==> src/rtl/game_ctrl.sv <==
// game_ctrl: game sequencer for a flappy-bird style game.
// Decodes PS/2 flap key presses, runs bird physics once per frame, keeps a
// saturating 3-digit BCD score and walks IDLE -> PLAY -> DYING -> OVER.
// Optional feature: define GAME_HISCORE_EN to add the hiscore output/register.
module game_ctrl #(
  parameter logic [7:0] FLAP_KEY     = 8'h29,
  parameter int          Y_START      = 240,
  parameter int          Y_MAX        = 463,
  parameter int          GRAVITY      = 1,
  parameter int          FLAP_VEL     = 8,
  parameter int          VMAX         = 12,
  parameter int          DEATH_FRAMES = 90
) (
  input  logic        clk,
  input  logic        rst,
  input  logic        frame_tick,
  input  logic        key_valid,
  input  logic [7:0]  key_code,
  input  logic        collide,
  input  logic        pipe_pass,
  output logic [1:0]  state,
  output logic [8:0]  bird_y,
  output logic        scroll_en,
`ifdef GAME_HISCORE_EN
  output logic [11:0] score,
  output logic [11:0] hiscore
`else
  output logic [11:0] score
`endif
);

  localparam int DW = $clog2(DEATH_FRAMES + 1);

  typedef enum logic [1:0] {
    S_IDLE  = 2'd0,
    S_PLAY  = 2'd1,
    S_DYING = 2'd2,
    S_OVER  = 2'd3
  } state_t;

  state_t            st;
  logic signed [5:0] vel;
  logic [DW-1:0]     dcnt;
  logic              break_pending;
  logic              flap_req;

  logic              key_flap;
  logic              flap_now;
  logic signed [6:0] vel_sum;
  logic signed [5:0] vel_grav;
  logic signed [5:0] vel_next;
  logic signed [5:0] vel_fr;
  logic signed [9:0] y_sum;
  logic [8:0]        y_clamp;
  logic              at_floor;
  logic              death_done;
  logic              enter_over;
  logic [11:0]       score_inc;

  assign state = st;

  // Key decode: a make code counts as a flap in the same cycle it arrives,
  // so a key coinciding with frame_tick is seen by that tick.
  always_comb begin
    key_flap = key_valid && !break_pending && (key_code != 8'hF0) &&
               (key_code != 8'hE0) && (key_code == FLAP_KEY);
    flap_now = flap_req || key_flap;
  end

  // Break-code tracking and the flap request latch (cleared by every tick).
  always_ff @(posedge clk or posedge rst) begin
    if (rst) begin
      break_pending <= 1'b0;
      flap_req      <= 1'b0;
    end else begin
      if (key_valid) begin
        if (key_code == 8'hF0)
          break_pending <= 1'b1;
        else if (key_code != 8'hE0)
          break_pending <= 1'b0;
      end
      if (frame_tick)
        flap_req <= 1'b0;
      else if (key_flap)
        flap_req <= 1'b1;
    end
  end

  // Per-frame physics: velocity update, then 10-bit signed position clamp.
  always_comb begin
    vel_sum  = 7'(vel) + 7'(GRAVITY);
    vel_grav = (vel_sum > 7'(VMAX)) ? 6'(VMAX) : vel_sum[5:0];
    vel_next = flap_now ? 6'(-FLAP_VEL) : vel_grav;
    vel_fr   = (st == S_DYING) ? vel_grav : vel_next;
    y_sum    = $signed({1'b0, bird_y}) + 10'(vel_fr);
    if (y_sum < 10'sd0)
      y_clamp = 9'd0;
    else if (y_sum > 10'(Y_MAX))
      y_clamp = 9'(Y_MAX);
    else
      y_clamp = y_sum[8:0];
    at_floor   = (y_clamp == 9'(Y_MAX));
    death_done = (dcnt == DW'(DEATH_FRAMES - 1));
    enter_over = (st == S_DYING) &&
                 ((bird_y == 9'(Y_MAX)) || (frame_tick && (at_floor || death_done)));
  end

  // BCD score increment with decimal carry, holding at 999.
  always_comb begin
    score_inc = score;
    if (score != 12'h999) begin
      if (score[3:0] != 4'd9) begin
        score_inc[3:0] = score[3:0] + 4'd1;
      end else begin
        score_inc[3:0] = 4'd0;
        if (score[7:4] != 4'd9) begin
          score_inc[7:4] = score[7:4] + 4'd1;
        end else begin
          score_inc[7:4]  = 4'd0;
          score_inc[11:8] = score[11:8] + 4'd1;
        end
      end
    end
  end

  // Game FSM with registered bird position, velocity, scroll enable and score.
  always_ff @(posedge clk or posedge rst) begin
    if (rst) begin
      st        <= S_IDLE;
      bird_y    <= 9'(Y_START);
      vel       <= '0;
      scroll_en <= 1'b0;
      score     <= '0;
      dcnt      <= '0;
    end else begin
      case (st)
        S_IDLE: begin
          if (frame_tick && flap_now) begin
            st        <= S_PLAY;
            score     <= '0;
            vel       <= vel_next;
            bird_y    <= y_clamp;
            scroll_en <= 1'b1;
          end
        end
        S_PLAY: begin
          // Collision takes priority over both scoring and movement.
          if (collide) begin
            st        <= S_DYING;
            scroll_en <= 1'b0;
            dcnt      <= '0;
          end else begin
            if (pipe_pass)
              score <= score_inc;
            if (frame_tick) begin
              vel    <= vel_next;
              bird_y <= y_clamp;
              if (at_floor) begin
                st        <= S_DYING;
                scroll_en <= 1'b0;
                dcnt      <= '0;
              end
            end
          end
        end
        S_DYING: begin
          if (enter_over)
            st <= S_OVER;
          if (frame_tick && (bird_y != 9'(Y_MAX))) begin
            vel    <= vel_fr;
            bird_y <= y_clamp;
            dcnt   <= dcnt + 1'b1;
          end
        end
        S_OVER: begin
          if (frame_tick && flap_now) begin
            st     <= S_IDLE;
            bird_y <= 9'(Y_START);
            vel    <= '0;
            dcnt   <= '0;
          end
        end
      endcase
    end
  end

`ifdef GAME_HISCORE_EN
  // High score captured on entry to OVER; BCD digits compare as plain binary.
  always_ff @(posedge clk or posedge rst) begin
    if (rst)
      hiscore <= '0;
    else if (enter_over && (score > hiscore))
      hiscore <= score;
  end
`endif

endmodule

==> config.mk <==
export PLATFORM = sky130hd
export DESIGN_NAME = game_ctrl
export DESIGN_NICKNAME = d
export VERILOG_FILES = /design/src/rtl/game_ctrl.sv
export SDC_FILE = /design/constraint.sdc
export NUM_CORES = 1
export LEC_CHECK = 0
export ABC_AREA = 1
export CAP_MARGIN = 20
export CORE_MARGIN = 10
export CORE_UTILIZATION = 51
export CTS_CLUSTER_SIZE = 40
export DETAILED_ROUTE_END_ITERATION = 10
export PLACE_DENSITY_LB_ADDON = 0.2
export SLEW_MARGIN = 10
export SYNTH_ARGS = -nofsm -noshare
export SYNTH_HDL_FRONTEND = slang
export SYNTH_SLANG_ARGS = --single-unit
==> constraint.sdc <==
create_clock -name clk -period 3.5 [get_ports clk]
set_input_delay 0.35 -clock clk [delete_from_list [all_inputs] [get_ports clk]]
set_output_delay 0.35 -clock clk [all_outputs]
set_load 0.01 [all_outputs]
* Word level (Yosys, flattened, before mapping)
Cells that the tools add are included.
Word-level totals: input port bits 14, register bits 39, output and inout bits 24, word-level logic and storage cells 118
Cells by class: order comparisons 3, $add $sub $neg 6, muxes and demuxes 48, reductions and logical operators 25, equality and inequality tests 26
Operator list (count):
- 9-bit 2-to-1 mux | 7
- 12-bit 2-to-1 mux | 4
- 6-bit 2-to-1 mux | 8
- 9-bit one-hot mux with 4 select lines | 1
- 7-bit 2-to-1 mux | 5
- 12-bit one-hot mux with 2 select lines | 1
- 6-bit one-hot mux with 4 select lines | 1
- 7-bit one-hot mux with 3 select lines | 1
- 5-bit AND reduction | 4
- 9-bit == test, second input constant | 2
- 2-bit inequality test, second input constant | 9
- 8-bit inequality test, second input constant | 2
- 4-bit by 1-bit adder with 4-bit output, second input constant | 3
- 2-bit 2-to-1 mux | 6
- 4-bit 2-to-1 mux | 3
- 12-bit inequality test, second input constant | 1
- 10-bit by 6-bit adder with 10-bit output | 1
- 10-bit > comparator, second input constant | 1
- 10-bit by 1-bit less-than comparator with 1-bit output, second input constant | 1
- 9-bit inequality test, second input constant | 1
- 8-bit by 6-bit == test with 1-bit output, second input constant | 1
- 8-bit == test, second input constant | 1
- 1-bit logical AND | 8
- 1-bit 2-to-1 mux | 8
- other kinds (21) | 28

* Depth between registers and ports, before layout
Gate-level depths: netlist of the first run.
word-level depth 19, depth in mapped cells 27, depth with buffers taken out 27

* Worst setup path after synthesis of the first run
OpenSTA, ideal clock, no wires.
kind register to register, start register vel[0], end register dcnt[0], library setup time 117 ps, path slack 251 ps, stages on the path, launching flop included 23, arrival time 3132 ps, required time 3383 ps, buffers on the path 1, period minus slack after synthesis 3249 ps, cells stage by stage dfrtp_1 > ha_1 > nand3_1 > xor2_1 > a31oi_1 > nor3_1 > ha_1 > fa_1 > nand3_1 > nand2_2 > nand2_2 > nand2_1 > nand2_1 > nand2_2 > nor2_4 > nand2_4 > a21oi_4 > nand3_2 > nand2_4 > nand3_4 > buf_6 > nand2_2 > o21ai_2
On the way: longest elaborated chain between the ends 12, elaborated cells on any way between the ends 13, those cells by class 2 x add/sub; 3 x order compare; 2 x eq/ne; 5 x mux; 1 x reduce/logical
Ends and longest elaborated chain:
- start, declared | line 42 | logic signed [5:0] vel;
- start signal, assigned | line 141 | vel <= vel_next;
- start signal, assigned | line 156 | vel <= vel_next;
- start signal, assigned | line 170 | vel <= vel_fr;
- 6-bit by 2-bit adder with 7-bit output (*) | line 91 | vel_sum = 7'(vel) + 7'(GRAVITY);
- 7-bit by 5-bit > comparator with 1-bit output | line 92 | vel_grav = (vel_sum > 7'(VMAX)) ? 6'(VMAX) : vel_sum[5:0];
- 6-bit 2-to-1 mux (*) | line 92
- 6-bit 2-to-1 mux | line 93 | vel_next = flap_now ? 6'(-FLAP_VEL) : vel_grav;
- 6-bit 2-to-1 mux (*) | line 94 | vel_fr = (st == S_DYING) ? vel_grav : vel_next;
- 10-bit by 6-bit adder with 10-bit output (*) | line 95 | y_sum = $signed({1'b0, bird_y}) + 10'(vel_fr);
- 10-bit > comparator | line 98 | else if (y_sum > 10'(Y_MAX))
- 9-bit 2-to-1 mux | line 98
- 9-bit 2-to-1 mux (*) | line 96 | if (y_sum < 10'sd0)
- 9-bit == test (*) | line 102 | at_floor = (y_clamp == 9'(Y_MAX));
- 3-bit inequality test (no source line) (*)
- 5-bit AND reduction (no source line) (*)
- end signal, assigned | line 172 | dcnt <= dcnt + 1'b1;
- end, declared | line 43 | logic [DW-1:0] dcnt;
Every way passes the cells marked *; elsewhere a longest branch is shown, timed or not. A chain may end at the register's enable or synchronous reset.

* Final worst setup path of the first run
start register vel[1], end register dcnt[3]
Same word-level chain as after synthesis.

==> results by stage, run 1 <==
Run status:
- The flow ran to the end, and the final reports show no timing, DRC or antenna violations.

Global routing:
- The via count of the first global-routing pass is 2681.
- The final global-route overflow total is 0.
- Entering global routing, the biggest net connects 40 pins.
- The number of antenna violations at the first check in global routing came to 0.
- The global-route wire length before repair is 11.9 mm.
- The total global-route track usage is between 15 and 20%.

Timing:
- Setup violations remaining at the end of the flow were counted as 0.
- In this run the tightest slew margin relative to its limit is 66.3%.
- The final hold violation count was 0.
- The clock skew after layout is 9.60 ps.
- The top achievable clock speed is 292 MHz.
- The final period utilization is a little over nine tenths.
- The final max-slew violation count is 0.
- The pin slew with the least headroom to its limit is 506 ps.
- Setup repair after global routing could not meet its margin everywhere.
- The routed design could run at a clock period as short as 3420 ps.

Placed design:
- The total placed cells including tap cells is 530.
- The count of buffers from port buffering is 37.
- The HPWL after detailed placement is ~5.7 mm.
- The placer congestion estimate is 0.879.

Synth:
- In the synthesized netlist the async set-or-reset flop fraction comes to 100%.
- The Yosys step of the flow raised 0 warnings.
- For this run, the leading register cell type out of synthesis is sky130_fd_sc_hd__dfrtp_1.
- The number of instances in the synthesized netlist is 395.
- The total nets after synthesis is about 430.
- The count of flip-flops with a built-in enable after synthesis is 0.
- The post-synthesis register bit count is 39.
- The share of synthesized area occupied by flip-flops and latches is 33.2%.
- The mean instance size in the synthesized netlist is about 7.5 um^2.
- The number of unique standard cell types used by synthesis is between 40 and 50.
- The cell area after technology mapping is between 2000 and 3000 um^2.

Power:
- The total power draw is 4.67 mW.
- The largest vdd supply drop is between 0.6 and 0.7 mV.
- The static power due to leakage is 1.92 nW.
- The total power divided by cell area is between 1000 and 1500 nW/um^2.

Clocking:
- The number of clock buffers added by TritonCTS is 5.
- The deepest clock path buffer count is 2.
- Clock tree synthesis selected as its root buffer the cell sky130_fd_sc_hd__clkbuf_8.
- The clock latency at the later pin of the worst-skew pair is 300 ps.
- TritonCTS built the clock tree.
- The clock transition at the register clock pins on the worst setup and hold paths after CTS is about 90 ps.
- The number of hold buffers added after CTS was 0.
- The number of sinks handled by clock tree synthesis is 39.
- The level count of the clock H-tree is 2.

Detailed routing:
- The wire length after detailed routing is 7.53 mm.
- The final route contains approximately 2900 vias.
- The average routed wire per standard cell is 13.8 um.
- After detailed routing, the number of vias per cell comes to 5.23.
- For this run, design rule violations remaining after detail routing come to 0.
- The post-detailed-route count of antenna-violating nets is 0.
- The number of iterations in the first detailed-routing pass is 4.
- The starting DRC count in detailed routing is about 160.

Setup path:
- The required time of the worst setup path is ~3700 ps.
- The worst setup path is captured at a register.
- The number of cells on the worst reg-to-reg path is 22.
- The largest fanout on the critical path is 14.
- The setup slack on the worst flop-to-flop path is 80 ps.
- In this run the critical register-to-register path is launched from vel[1]$_DFFE_PP0P_.
- In this run the critical register-to-register path is captured at dcnt[3]$_DFFE_PP0P_.
- The critical path launch point type is a register.
- The critical setup path kind is reg2reg.
- STA puts the critical path data arrival time at 3610 ps.

Die:
- The height of the die is 96.1 um.
- The region available for standard cell placement spans between 5000 and 6000 um^2.
- The initialized floorplan defines 27 standard-cell rows.
- The floorplan step set the die width to 96.1 um.
- The area of the die is approximately 9200 um^2.
- The total I/O pin count is 38.
- For this configuration, the core starts out at a cell density of between 50% and 60%.

Cells and area:
- The post-layout instance count excluding filler cells is 546.
- The share of post-route cells with drive strength above 1 is 25.9%.
- The count of antenna diodes in the layout is 0.
- The area taken by multi-input logic gates is 1890 um^2.
- The post-synthesis to final-layout area growth is 34.1%.
- The area occupied by registers is just under 1000 um^2.
- Fill cells in the final layout number 446.
- The final net count is 511.

Min path:
- The tightest min-delay check is of the in2async type.

Job:
- The tool flagged a number of max-cap violations equal to 0.
-- worst max-delay path by stage --
stage / start / endpoint / slack [ps]
after floorplan: vel[0]$_DFFE_PP0P_ / dcnt[0]$_DFFE_PP0P_ / 250
after global placement: key_valid / dcnt[3]$_DFFE_PP0P_ / -70
after detailed placement: key_code[0] / dcnt[3]$_DFFE_PP0P_ / -200
after CTS: vel[0]$_DFFE_PP0P_ / dcnt[3]$_DFFE_PP0P_ / 4
after global routing: vel[1]$_DFFE_PP0P_ / dcnt[4]$_DFFE_PP0P_ / -150
final: vel[1]$_DFFE_PP0P_ / dcnt[3]$_DFFE_PP0P_ / 80
-- through the flow --
step | setup WS, ps | instance area (um^2) | util (%) | setup TNS, ps | hold slack, ps
floorplan | 251 | 2960 | - | 0 | 413
global placement | -73.9 | 3610 | 64.8 | -592 | 479
detailed placement | -195 | 3610 | 64.8 | -1670 | 490
CTS | 4.37 | 3750 | 67.2 | 0 | 479
global route | -150 | 3960 | 71.1 | -1280 | 517
finish | 79.3 | 3960 | 71.1 | 0 | 459
-- synthesized netlist by cell type (4+ instances only) --
master / n / area share [%]
sky130_fd_sc_hd__a21oi_1: 12 / 2.0
sky130_fd_sc_hd__or2_2: 5 / 1.1
sky130_fd_sc_hd__dfstp_2: 4 / 3.6
sky130_fd_sc_hd__dfrtp_1: 35 / 30
sky130_fd_sc_hd__o21a_1: 4 / 1.0
sky130_fd_sc_hd__nand4_1: 5 / 1.1
sky130_fd_sc_hd__xor2_1: 7 / 2.1
sky130_fd_sc_hd__ha_1: 23 / 9.7
sky130_fd_sc_hd__nand3_2: 4 / 1.4
sky130_fd_sc_hd__nand3_1: 30 / 5.1
sky130_fd_sc_hd__o21ai_2: 7 / 2.1
sky130_fd_sc_hd__o21ai_0: 15 / 2.5
sky130_fd_sc_hd__nand2_1: 92 / 12
sky130_fd_sc_hd__nor2_1: 26 / 3.3
sky130_fd_sc_hd__nor3_1: 13 / 2.2
sky130_fd_sc_hd__inv_1: 63 / 8.0
sky130_fd_sc_hd__nand2_2: 12 / 2.5
-- power by group --
| part | total, mW | leakage, nW | switching (mW) | internal, mW |
|---|---|---|---|---|
| Combinational | 3.44 | 1.37 | 1.90 | 1.54 |
| Clock | 0.389 | 0.0581 | 0.176 | 0.212 |
| Sequential | 0.844 | 0.499 | 0.205 | 0.639 |
| Total | 4.67 | 1.92 | 2.28 | 2.39 |
-- cells by family after synthesis --
family          synth area share (%)
buf+inv                         8.68
xor+xnor                        2.67
compound gates                  11.9
fa+ha+maj                       10.4
flops                           33.2
simple gates                    33.2
-- registers in the layout, summed over array words and instances, names as in the netlist --
name and flops:
bird_y 9, vel 6, break_pending 1, flap_req 1, scroll_en 1, dcnt 7, state 2, score 12
-- routing by layer --
layer  vias to the layer above  wire length, um  GRT usage (%)
li1                       1443                -              -
met1                      1342             3350           20.3
met2                        60             3720           27.0
met3                         9              361           3.58
met4                         0               90           3.93
met5                         -                0              0
-- cell type report --
class	instances	area share [%]
tap	72	2.27
multi-input combinational	290	47.7
clock inverter	3	1.10
timing repair buffer	73	16.3
clock buffer	5	1.74
sequential	39	24.8
inverter	64	6.06
-- worst max-delay path, stage by stage, from the launching register on --
cell and delay, ps:
sky130_fd_sc_hd__dfrtp_1 450, sky130_fd_sc_hd__nand3_2 140, sky130_fd_sc_hd__nor2_2 150, sky130_fd_sc_hd__nand2_2 80
sky130_fd_sc_hd__xor2_2 160, sky130_fd_sc_hd__a31oi_4 260, sky130_fd_sc_hd__nor2_1 100, sky130_fd_sc_hd__nor2_2 190
sky130_fd_sc_hd__ha_4 240, sky130_fd_sc_hd__nand2_1 100, sky130_fd_sc_hd__nand2_1 60, sky130_fd_sc_hd__nand2_1 90
sky130_fd_sc_hd__nand4_1 180, sky130_fd_sc_hd__nand3_2 140, sky130_fd_sc_hd__nand2_2 60, sky130_fd_sc_hd__inv_2 60
sky130_fd_sc_hd__nand2_4 50, sky130_fd_sc_hd__a21oi_4 150, sky130_fd_sc_hd__nand3_2 120, sky130_fd_sc_hd__nand2_4 100
sky130_fd_sc_hd__nand3_4 190, sky130_fd_sc_hd__nand2_1 150, sky130_fd_sc_hd__o21ai_2 60
-- cells in the final DEF, fill, tap and decap left out, types with 3 or more instances in the layout --
master and n:
sky130_fd_sc_hd__nand2_1 82, sky130_fd_sc_hd__inv_1 63, sky130_fd_sc_hd__clkdlybuf4s50_1 37, sky130_fd_sc_hd__buf_4 35, sky130_fd_sc_hd__dfrtp_1 32, sky130_fd_sc_hd__nand3_1 26, sky130_fd_sc_hd__nor2_1 22, sky130_fd_sc_hd__nand2_2 21
sky130_fd_sc_hd__ha_1 19, sky130_fd_sc_hd__o21ai_0 14, sky130_fd_sc_hd__nor3_1 12, sky130_fd_sc_hd__a21oi_1 12, sky130_fd_sc_hd__o21ai_2 8, sky130_fd_sc_hd__nand3_2 7, sky130_fd_sc_hd__nand4_1 5, sky130_fd_sc_hd__nor2_2 5
sky130_fd_sc_hd__or2_2 5, sky130_fd_sc_hd__clkbuf_8 5, sky130_fd_sc_hd__nor2_4 4, sky130_fd_sc_hd__xor2_1 4, sky130_fd_sc_hd__o21a_1 4, sky130_fd_sc_hd__dfstp_2 4, sky130_fd_sc_hd__a21oi_2 3, sky130_fd_sc_hd__nand2_4 3
sky130_fd_sc_hd__xor2_2 3, sky130_fd_sc_hd__o31ai_1 3, sky130_fd_sc_hd__ha_4 3, sky130_fd_sc_hd__dfrtp_2 3
-- repair_timing --
action                     CTS  global route
buffers inserted             0             8
setup endpoints to repair    9            10
gates resized for setup      3            39
pin swaps                    0            18
No activity file was read; power rests on OpenSTA's default activity.
==> inputs of run 2 (changes only) <==
CTS_CLUSTER_SIZE = default   (was 40)
PLACE_DENSITY = 0.87   (was default)
PLACE_DENSITY_LB_ADDON = default   (was 0.2)
==> run 2 against run 1 <==
Compared with the run above:
- the run now ends with negative setup slack left
- critical path type unchanged
- largest power group unchanged
- hold slack better by 39 ps
- total power down 3.7%
- clock power is 20% lower
- critical endpoint is now dcnt[1]$_DFFE_PP0P_
- die area did not move
- clock skew increased by 9.2 ps
==> results by stage, run 2 (synthesis gave the netlist of run 1 again) <==
Run status:
- Status: finished with violations (was complete, no violations).
- The checks that failed: negative setup slack.

Cells and area:
- The share of post-route cells with drive strength above 1 is 23.5% (was 25.9%).
- Registers with the most flip-flops: score: 12 flops, bird_y: 9 flops, dcnt: 7 flops (unchanged).
- The post-route cell area is 3850 um^2 (was 3960 um^2).
- The final net count was 506 (was 511).
- The post-synthesis to final-layout area growth is 30.3% (was 34.1%).
- The register ranked first by flip-flop count is score (unchanged).
- The count of antenna diodes in the layout is 0 (unchanged).
- The final core utilization is 69.1% (was 71.1%).
- The most frequent standard cell in the layout excluding fill and tap cells was sky130_fd_sc_hd__nand2_1 (unchanged).
- The number of flip-flops under the largest register name was 12 (unchanged).
- Most frequent cells in the layout: sky130_fd_sc_hd__nand2_1 (85), sky130_fd_sc_hd__inv_1 (62), sky130_fd_sc_hd__clkdlybuf4s50_1 (37), sky130_fd_sc_hd__dfrtp_1 (33), sky130_fd_sc_hd__buf_4 (29) (was sky130_fd_sc_hd__nand2_1 (82), sky130_fd_sc_hd__inv_1 (63), sky130_fd_sc_hd__clkdlybuf4s50_1 (37), sky130_fd_sc_hd__buf_4 (35), sky130_fd_sc_hd__dfrtp_1 (32)).

Setup path:
- The required time of the worst setup path is 3720 ps (was 3690 ps).
- The category of the worst setup path capture point is a register (unchanged).
- The worst endpoint data arrival time is 3740 ps (was 3610 ps).
- The critical path launch point is vel[0]$_DFFE_PP0P_ (was vel[1]$_DFFE_PP0P_).
- The worst reg2reg path depth is 22 (unchanged).
- The capture point of the worst path was dcnt[1]$_DFFE_PP0P_ (was dcnt[3]$_DFFE_PP0P_).
- The setup slack on the worst flop-to-flop path was -20 ps (was 80 ps).
- The capture instance of the worst register-to-register path is dcnt[1]$_DFFE_PP0P_ (was dcnt[3]$_DFFE_PP0P_).
- The largest fanout on the critical path is 7 (was 14).
- The startpoint of the worst register-to-register path was vel[0]$_DFFE_PP0P_ (was vel[1]$_DFFE_PP0P_).
- The critical path launch point type is a register (unchanged).
- The critical setup path kind is reg2reg (unchanged).

Timing:
- The final critical path time including I/O delays and setup is 3520 ps (was 3420 ps).
- The clock skew after layout is 18.8 ps (was 9.60 ps).
- Setup repair after global routing missed its margin: true (unchanged).
- The worst path setup slack after routing came to -21.3 ps (was 79.3 ps).
- The final period utilization is 101% (was 97.7%).
- The final max-slew violation count is 0 (unchanged).
- The total of endpoints with negative setup slack in the final report is 7 (was 0).
- The headroom to the max-slew limit is 43.2% (was 66.3%).
- The final hold violation count is 0 (unchanged).
- The top achievable clock speed was 284 MHz (was 292 MHz).
- The pin slew with the least headroom to its limit came to 851 ps (was 506 ps).

Global routing:
- The maximum number of pins on one net before global-route repair is 22 (was 40).
- The total global-route track usage was 16.6% (was 16.1%).
- The via count of the first global-routing pass came to 2907 (was 2681).
- The number of antenna violations at the first check in global routing is 0 (unchanged).
- The final global-route overflow total came to 0 (unchanged).
- The global-route wire length before repair came to 12.5 mm (was 11.9 mm).

Min path:
- The path class of the lowest-slack min-delay path is reg2reg (was in2async).

Detailed routing:
- The via count is 2922 (was 2854).
- The number of iterations in the first detailed-routing pass is 4 (unchanged).
- The post-detailed-route count of antenna-violating nets is 0 (unchanged).
- The average routed wire per standard cell came to 14.4 um (was 13.8 um).
- The starting DRC count in detailed routing was 125 (was 164).
- The via density per instance is 5.40 (was 5.23).
- The wire length after detailed routing is 7.80 mm (was 7.53 mm).
- The number of DRC violations after detailed routing was 0 (unchanged).

Clocking:
- The level count of the clock H-tree is 2 (unchanged).
- The number of sinks handled by clock tree synthesis was 39 (unchanged).
- The post-cts hold buffer count was 0 (unchanged).
- The deepest clock path buffer count came to 2 (unchanged).
- The CTS tree is done (unchanged).
- The master cell of the clock root buffer is sky130_fd_sc_hd__clkbuf_8 (unchanged).
- The number of buffers created by CTS is 5 (unchanged).
- The clock latency at the later pin of the worst-skew pair was 310 ps (was 300 ps).
- The clock transition at the register clock pins on the worst setup and hold paths after CTS is 90 ps (about the same).

Placed design:
- The placer congestion estimate is 0.915 (was 0.879).
- The count of buffers from port buffering is 37 (unchanged).
- The HPWL after detailed placement is 5.74 mm (was 5.70 mm).
- The post-placement cell area was 3540 um^2 (was 3610 um^2).

Die:
- The placeable core area is 5570 um^2 (unchanged).
- The effective utilization at floorplan is 53.0% (unchanged).
- The area of the die came to 9240 um^2 (unchanged).
- The height of the die is 96.1 um (unchanged).
- The total I/O pin count is 38 (unchanged).
- The die span in x came to 96.1 um (unchanged).
- The number of core rows is 27 (unchanged).

Power:
- The static power due to leakage is 1.88 nW (was 1.92 nW).
- The largest vdd supply drop came to 0.696 mV (was 0.645 mV).
- The total power divided by cell area is 1170 nW/um^2 (was 1180 nW/um^2).

Job:
- The max-capacitance violation count is 0 (unchanged).
[run 2: final cells by class]
cell class / instances / area, um^2
fillers: 433 / 1720
multi-input cells: 291 / 1860
inverters: 64 / 240
repair buffers: 67 / 599
clock inverters: 2 / 12.5
well taps: 72 / 90.1
flip-flops and latches: 39 / 983
clock buffers: 6 / 72.6
[run 2: critical path, cell delays in order (launching register included)]
cell and delay [ps]:
sky130_fd_sc_hd__dfrtp_1 430, sky130_fd_sc_hd__ha_4 180, sky130_fd_sc_hd__nand3_4 90, sky130_fd_sc_hd__xor2_2 160, sky130_fd_sc_hd__a31oi_1 180, sky130_fd_sc_hd__buf_4 180, sky130_fd_sc_hd__nor3_4 50, sky130_fd_sc_hd__ha_2 200
sky130_fd_sc_hd__fa_2 420, sky130_fd_sc_hd__nand3_2 90, sky130_fd_sc_hd__nand2_2 80, sky130_fd_sc_hd__nand2_2 120, sky130_fd_sc_hd__nand2_2 60, sky130_fd_sc_hd__nand2_2 80, sky130_fd_sc_hd__nand2_2 60, sky130_fd_sc_hd__nor2_4 140
sky130_fd_sc_hd__nand2_4 70, sky130_fd_sc_hd__a21oi_4 160, sky130_fd_sc_hd__nand3_2 140, sky130_fd_sc_hd__nand2_4 120, sky130_fd_sc_hd__buf_4 120, sky130_fd_sc_hd__nand3_4 130, sky130_fd_sc_hd__o21ai_2 180
[run 2: metrics by stage]
stage / power [mW] / cells / setup TNS [ps] / hold slack [ps] / setup WS (ps)
2_1_floorplan: 2.84 / 395 / 0 / 413 / 251
3_3_place_gp: 3.62 / 521 / -26.7 / 478 / -7.68
3_5_place_dp: 3.72 / 521 / -1320 / 484 / -163
4_1_cts: 4.07 / 530 / -45.9 / 505 / -17.8
5_1_grt: 4.89 / 541 / -1820 / 518 / -217
6_report: 4.50 / 541 / -101 / 498 / -21.3
[run 2: worst min path at each step]
stage | startpoint | to | slack [ps] | depth (start not counted)
after floorplan | frame_tick | flap_req$_DFFE_PP0P_ | 410 | 1
after global placement | scroll_en$_DFFE_PP0P_ | scroll_en$_DFFE_PP0P_ | 480 | 2
after detailed placement | scroll_en$_DFFE_PP0P_ | scroll_en$_DFFE_PP0P_ | 480 | 2
after CTS | scroll_en$_DFFE_PP0P_ | scroll_en$_DFFE_PP0P_ | 500 | 2
after global routing | scroll_en$_DFFE_PP0P_ | scroll_en$_DFFE_PP0P_ | 520 | 2
final | scroll_en$_DFFE_PP0P_ | scroll_en$_DFFE_PP0P_ | 500 | 2
[run 2: routing by layer]
metal | vias to the layer above | routed length, um | track usage, %
li1 | 1426 | - | -
met1 | 1397 | 3140 | 18.8
met2 | 78 | 3950 | 28.9
met3 | 21 | 484 | 4.44
met4 | 0 | 230 | 7.00
met5 | - | 0 | 0
[run 2: what timing repair did]
item	in CTS	in global routing
gates cloned	0	1
resized for setup	3	31
endpoints found under the hold margin	0	0
pin swaps	0	20
setup buffers	1	10
endpoints found under the setup margin	9	11
[run 2: report_power, final]
part / total (mW) / switching (mW) / internal [mW]
Combinational: 3.36 / 1.93 / 1.43
Sequential: 0.829 / 0.191 / 0.638
Clock: 0.312 / 0.173 / 0.140
Total: 4.50 / 2.30 / 2.20
==> inputs of run 3 (changes only) <==
clock period = 3.1 ns   (was 3.5 ns; I/O delays follow)
==> run 3 against run 2 <==
Compared with the run above:
- the run still ends with negative setup slack left
- global-route usage rose by 1.1 points
- utilization up 3.3 points
- clock skew fell by 13 ps
- sequential share of layout area down 1.2 points
- clock-buffer cell count unchanged
- first-iteration DRC count increased to 2.5 times the previous value
- highest routed layer unchanged
- register-to-register slack worse by 250 ps
- final cell count rose by 3.1%
==> results by stage, run 3 (synthesis gave the netlist of run 1 again) <==
Run status:
- Violated checks: negative setup slack (unchanged).
- Status: finished with violations (unchanged).

Placed design:
- The HPWL after detailed placement was 6.03 mm (was 5.74 mm).
- The count of buffers from port buffering is 37 (unchanged).
- The placer congestion estimate is 0.942 (was 0.915).

Setup path:
- The category of the worst setup path capture point is a register (unchanged).
- The longest individual stage delay on the worst path is 440 ps (was 430 ps).
- The cell with the biggest individual delay on the critical path is sky130_fd_sc_hd__dfrtp_1 (unchanged).
- The critical setup path kind is reg2reg (unchanged).
- CP Cell Sequence: nand3_2 -> nor2_1 -> nand2_1 -> xor2_2 -> a31oi_4 -> nor3_2 -> ha_2 -> fa_2 -> nand3_2 -> nand2_2 -> nand2_2 -> nand2_2 -> nand2_2 -> nand2_2 -> nor2_4 -> nand2_4 -> a21oi_4 -> nand3_2 -> nand2_4 -> buf_4 -> nand3_4 -> nand2_1 -> o21ai_2 (was ha_4 -> nand3_4 -> xor2_2 -> a31oi_1 -> buf_4 -> nor3_4 -> ha_2 -> fa_2 -> nand3_2 -> nand2_2 -> nand2_2 -> nand2_2 -> nand2_2 -> nand2_2 -> nor2_4 -> nand2_4 -> a21oi_4 -> nand3_2 -> nand2_4 -> buf_4 -> nand3_4 -> o21ai_2).
- The most prevalent standard cell on the critical path is sky130_fd_sc_hd__nand2_2 (unchanged).
- The required time of the worst setup path is 3300 ps (was 3720 ps).
- The worst endpoint data arrival time is 3570 ps (was 3740 ps).
- The critical path launch point type was a register (unchanged).
- The largest fanout on the critical path is 7 (unchanged).

Timing:
- The final max-slew violation count is 0 (unchanged).
- The pin slew with the least headroom to its limit is 574 ps (was 851 ps).
- The final period utilization was 109% (was 101%).
- The smallest hold slack came to 432 ps (was 498 ps).
- The headroom to the max-slew limit is 61.8% (was 43.2%).
- The clock skew after layout is 5.67 ps (was 18.8 ps).
- The total of endpoints with negative setup slack in the final report is 10 (was 7).
- The final hold violation count is 0 (unchanged).
- The top achievable clock speed is 296 MHz (was 284 MHz).
- The worst path setup slack after routing was -275 ps (was -21.3 ps).
- Setup repair after global routing missed its margin: true (unchanged).
- The final critical path time including I/O delays and setup is 3380 ps (was 3520 ps).

Die:
- The placeable core area is 5570 um^2 (unchanged).
- The number of core rows is 27 (unchanged).
- The total I/O pin count is 38 (unchanged).
- The die span in x is 96.1 um (unchanged).
- The area of the die is 9240 um^2 (unchanged).
- The effective utilization at floorplan is 53.0% (unchanged).
- The height of the die is 96.1 um (unchanged).

Job:
- The max-capacitance violation count is 0 (unchanged).

Global routing:
- The total global-route track usage is 17.8% (was 16.6%).
- The maximum number of pins on one net before global-route repair came to 40 (was 22).
- The via count of the first global-routing pass was 2928 (was 2907).
- The global-route wire length before repair is 13.3 mm (was 12.5 mm).
- The number of antenna violations at the first check in global routing is 0 (unchanged).
- The final global-route overflow total was 0 (unchanged).

Cells and area:
- The register ranked first by flip-flop count is score (unchanged).
- The post-synthesis to final-layout area growth came to 36.5% (was 30.3%).
- Most frequent cells in the layout: sky130_fd_sc_hd__nand2_1 (82), sky130_fd_sc_hd__inv_1 (61), sky130_fd_sc_hd__buf_4 (47), sky130_fd_sc_hd__clkdlybuf4s50_1 (37), sky130_fd_sc_hd__dfrtp_1 (35) (was sky130_fd_sc_hd__nand2_1 (85), sky130_fd_sc_hd__inv_1 (62), sky130_fd_sc_hd__clkdlybuf4s50_1 (37), sky130_fd_sc_hd__dfrtp_1 (33), sky130_fd_sc_hd__buf_4 (29)).
- Registers with the most flip-flops: score: 12 flops, bird_y: 9 flops, dcnt: 7 flops (unchanged).
- The final net count was 523 (was 506).
- The number of flip-flops under the largest register name is 12 (unchanged).
- The count of antenna diodes in the layout came to 0 (unchanged).
- The most frequent standard cell in the layout excluding fill and tap cells is sky130_fd_sc_hd__nand2_1 (unchanged).
- The share of post-route cells with drive strength above 1 came to 27.8% (was 23.5%).

Detailed routing:
- The wire length after detailed routing is 8.80 mm (was 7.80 mm).
- The via density per instance came to 5.52 (was 5.40).
- The via count was 3079 (was 2922).
- The number of iterations in the first detailed-routing pass came to 5 (was 4).
- The average routed wire per standard cell was 15.8 um (was 14.4 um).
- The starting DRC count in detailed routing was 315 (was 125).
- The post-detailed-route count of antenna-violating nets is 0 (unchanged).
- The number of DRC violations after detailed routing came to 0 (unchanged).

Clocking:
- The number of buffers created by CTS is 5 (unchanged).
- The deepest clock path buffer count was 2 (unchanged).
- The post-cts hold buffer count is 0 (unchanged).
- The master cell of the clock root buffer is sky130_fd_sc_hd__clkbuf_8 (unchanged).
- The clock latency at the later pin of the worst-skew pair is 300 ps (was 310 ps).
- The level count of the clock H-tree is 2 (unchanged).
- The CTS tree is done (unchanged).
- The clock transition at the register clock pins on the worst setup and hold paths after CTS is 80 ps (was 90 ps).
- The number of sinks handled by clock tree synthesis is 39 (unchanged).

Min path:
- The path class of the lowest-slack min-delay path was in2async (was reg2reg).
## run 3: area by class of cell
type	instances	area, um^2
well taps	72	90.1
clock inverters	2	12.5
flip-flops and latches	39	981
fillers	390	1540
inverters	64	240
multi-input cells	291	1920
clock buffers	6	72.6
repair buffers	84	723
## run 3: path summary, 6_finish.rpt
path,slack [ps],end,cells past startpoint,startpoint
setup / recovery,-280,dcnt[4]$_DFFE_PP0P_,23,vel[1]$_DFFE_PP0P_
hold / removal,430,score[5]$_DFFE_PP0P_,3,rst
setup reg to reg,-280,dcnt[4]$_DFFE_PP0P_,23,vel[1]$_DFFE_PP0P_
hold reg to reg,530,scroll_en$_DFFE_PP0P_,2,scroll_en$_DFFE_PP0P_
max in group asynchronous,2290,bird_y[4]$_DFFE_PP1P_,3,rst
min in group clk,530,scroll_en$_DFFE_PP0P_,2,scroll_en$_DFFE_PP0P_
## run 3: stage by stage
step           setup WS (ps)  TNS (ps)  util (%)  cells  cell area (um^2)
4_1_cts                 -170     -1480      70.2    550              3910
3_5_place_dp            -471     -5410      66.1    537              3680
3_3_place_gp            -347     -3330      66.1    537              3680
5_1_grt                 -485     -5140      72.4    558              4040
6_report                -275     -2540      72.4    558              4040
2_1_floorplan           30.1         0         -    395              2980
## run 3: critical path: cells and delay by family, from the launching register on
| family | cells | cell delay (ps) |
|---|---|---|
| xor gates and xnor gates | 1 | 180 |
| DFF | 1 | 440 |
| AOI/OAI and AO/OA | 3 | 460 |
| adders and majority gates | 2 | 550 |
| and+or+nand+nor | 16 | 1520 |
| buffers and inverters | 1 | 120 |
## run 3: layer usage
| metal | vias to the layer above | share of wire [%] | global-route usage [%] |
|---|---|---|---|
| met1 | 1434 | 40 | 20.9 |
| met3 | 28 | 6.8 | 3.58 |
| met2 | 153 | 51 | 31.7 |
| met4 | 0 | 2.3 | 5.41 |
| li1 | 1464 | - | - |
| met5 | - | 0 | 0 |
## run 3: what timing repair did
action,CTS,global route
pin swaps,4,7
gates cloned,0,1
setup buffers,5,7
gates resized for setup,20,19
setup endpoints to repair,18,19
Power of run 3 is not shown: default switching activity piles up to over one toggle a cycle in this logic, so the estimate is an artifact.
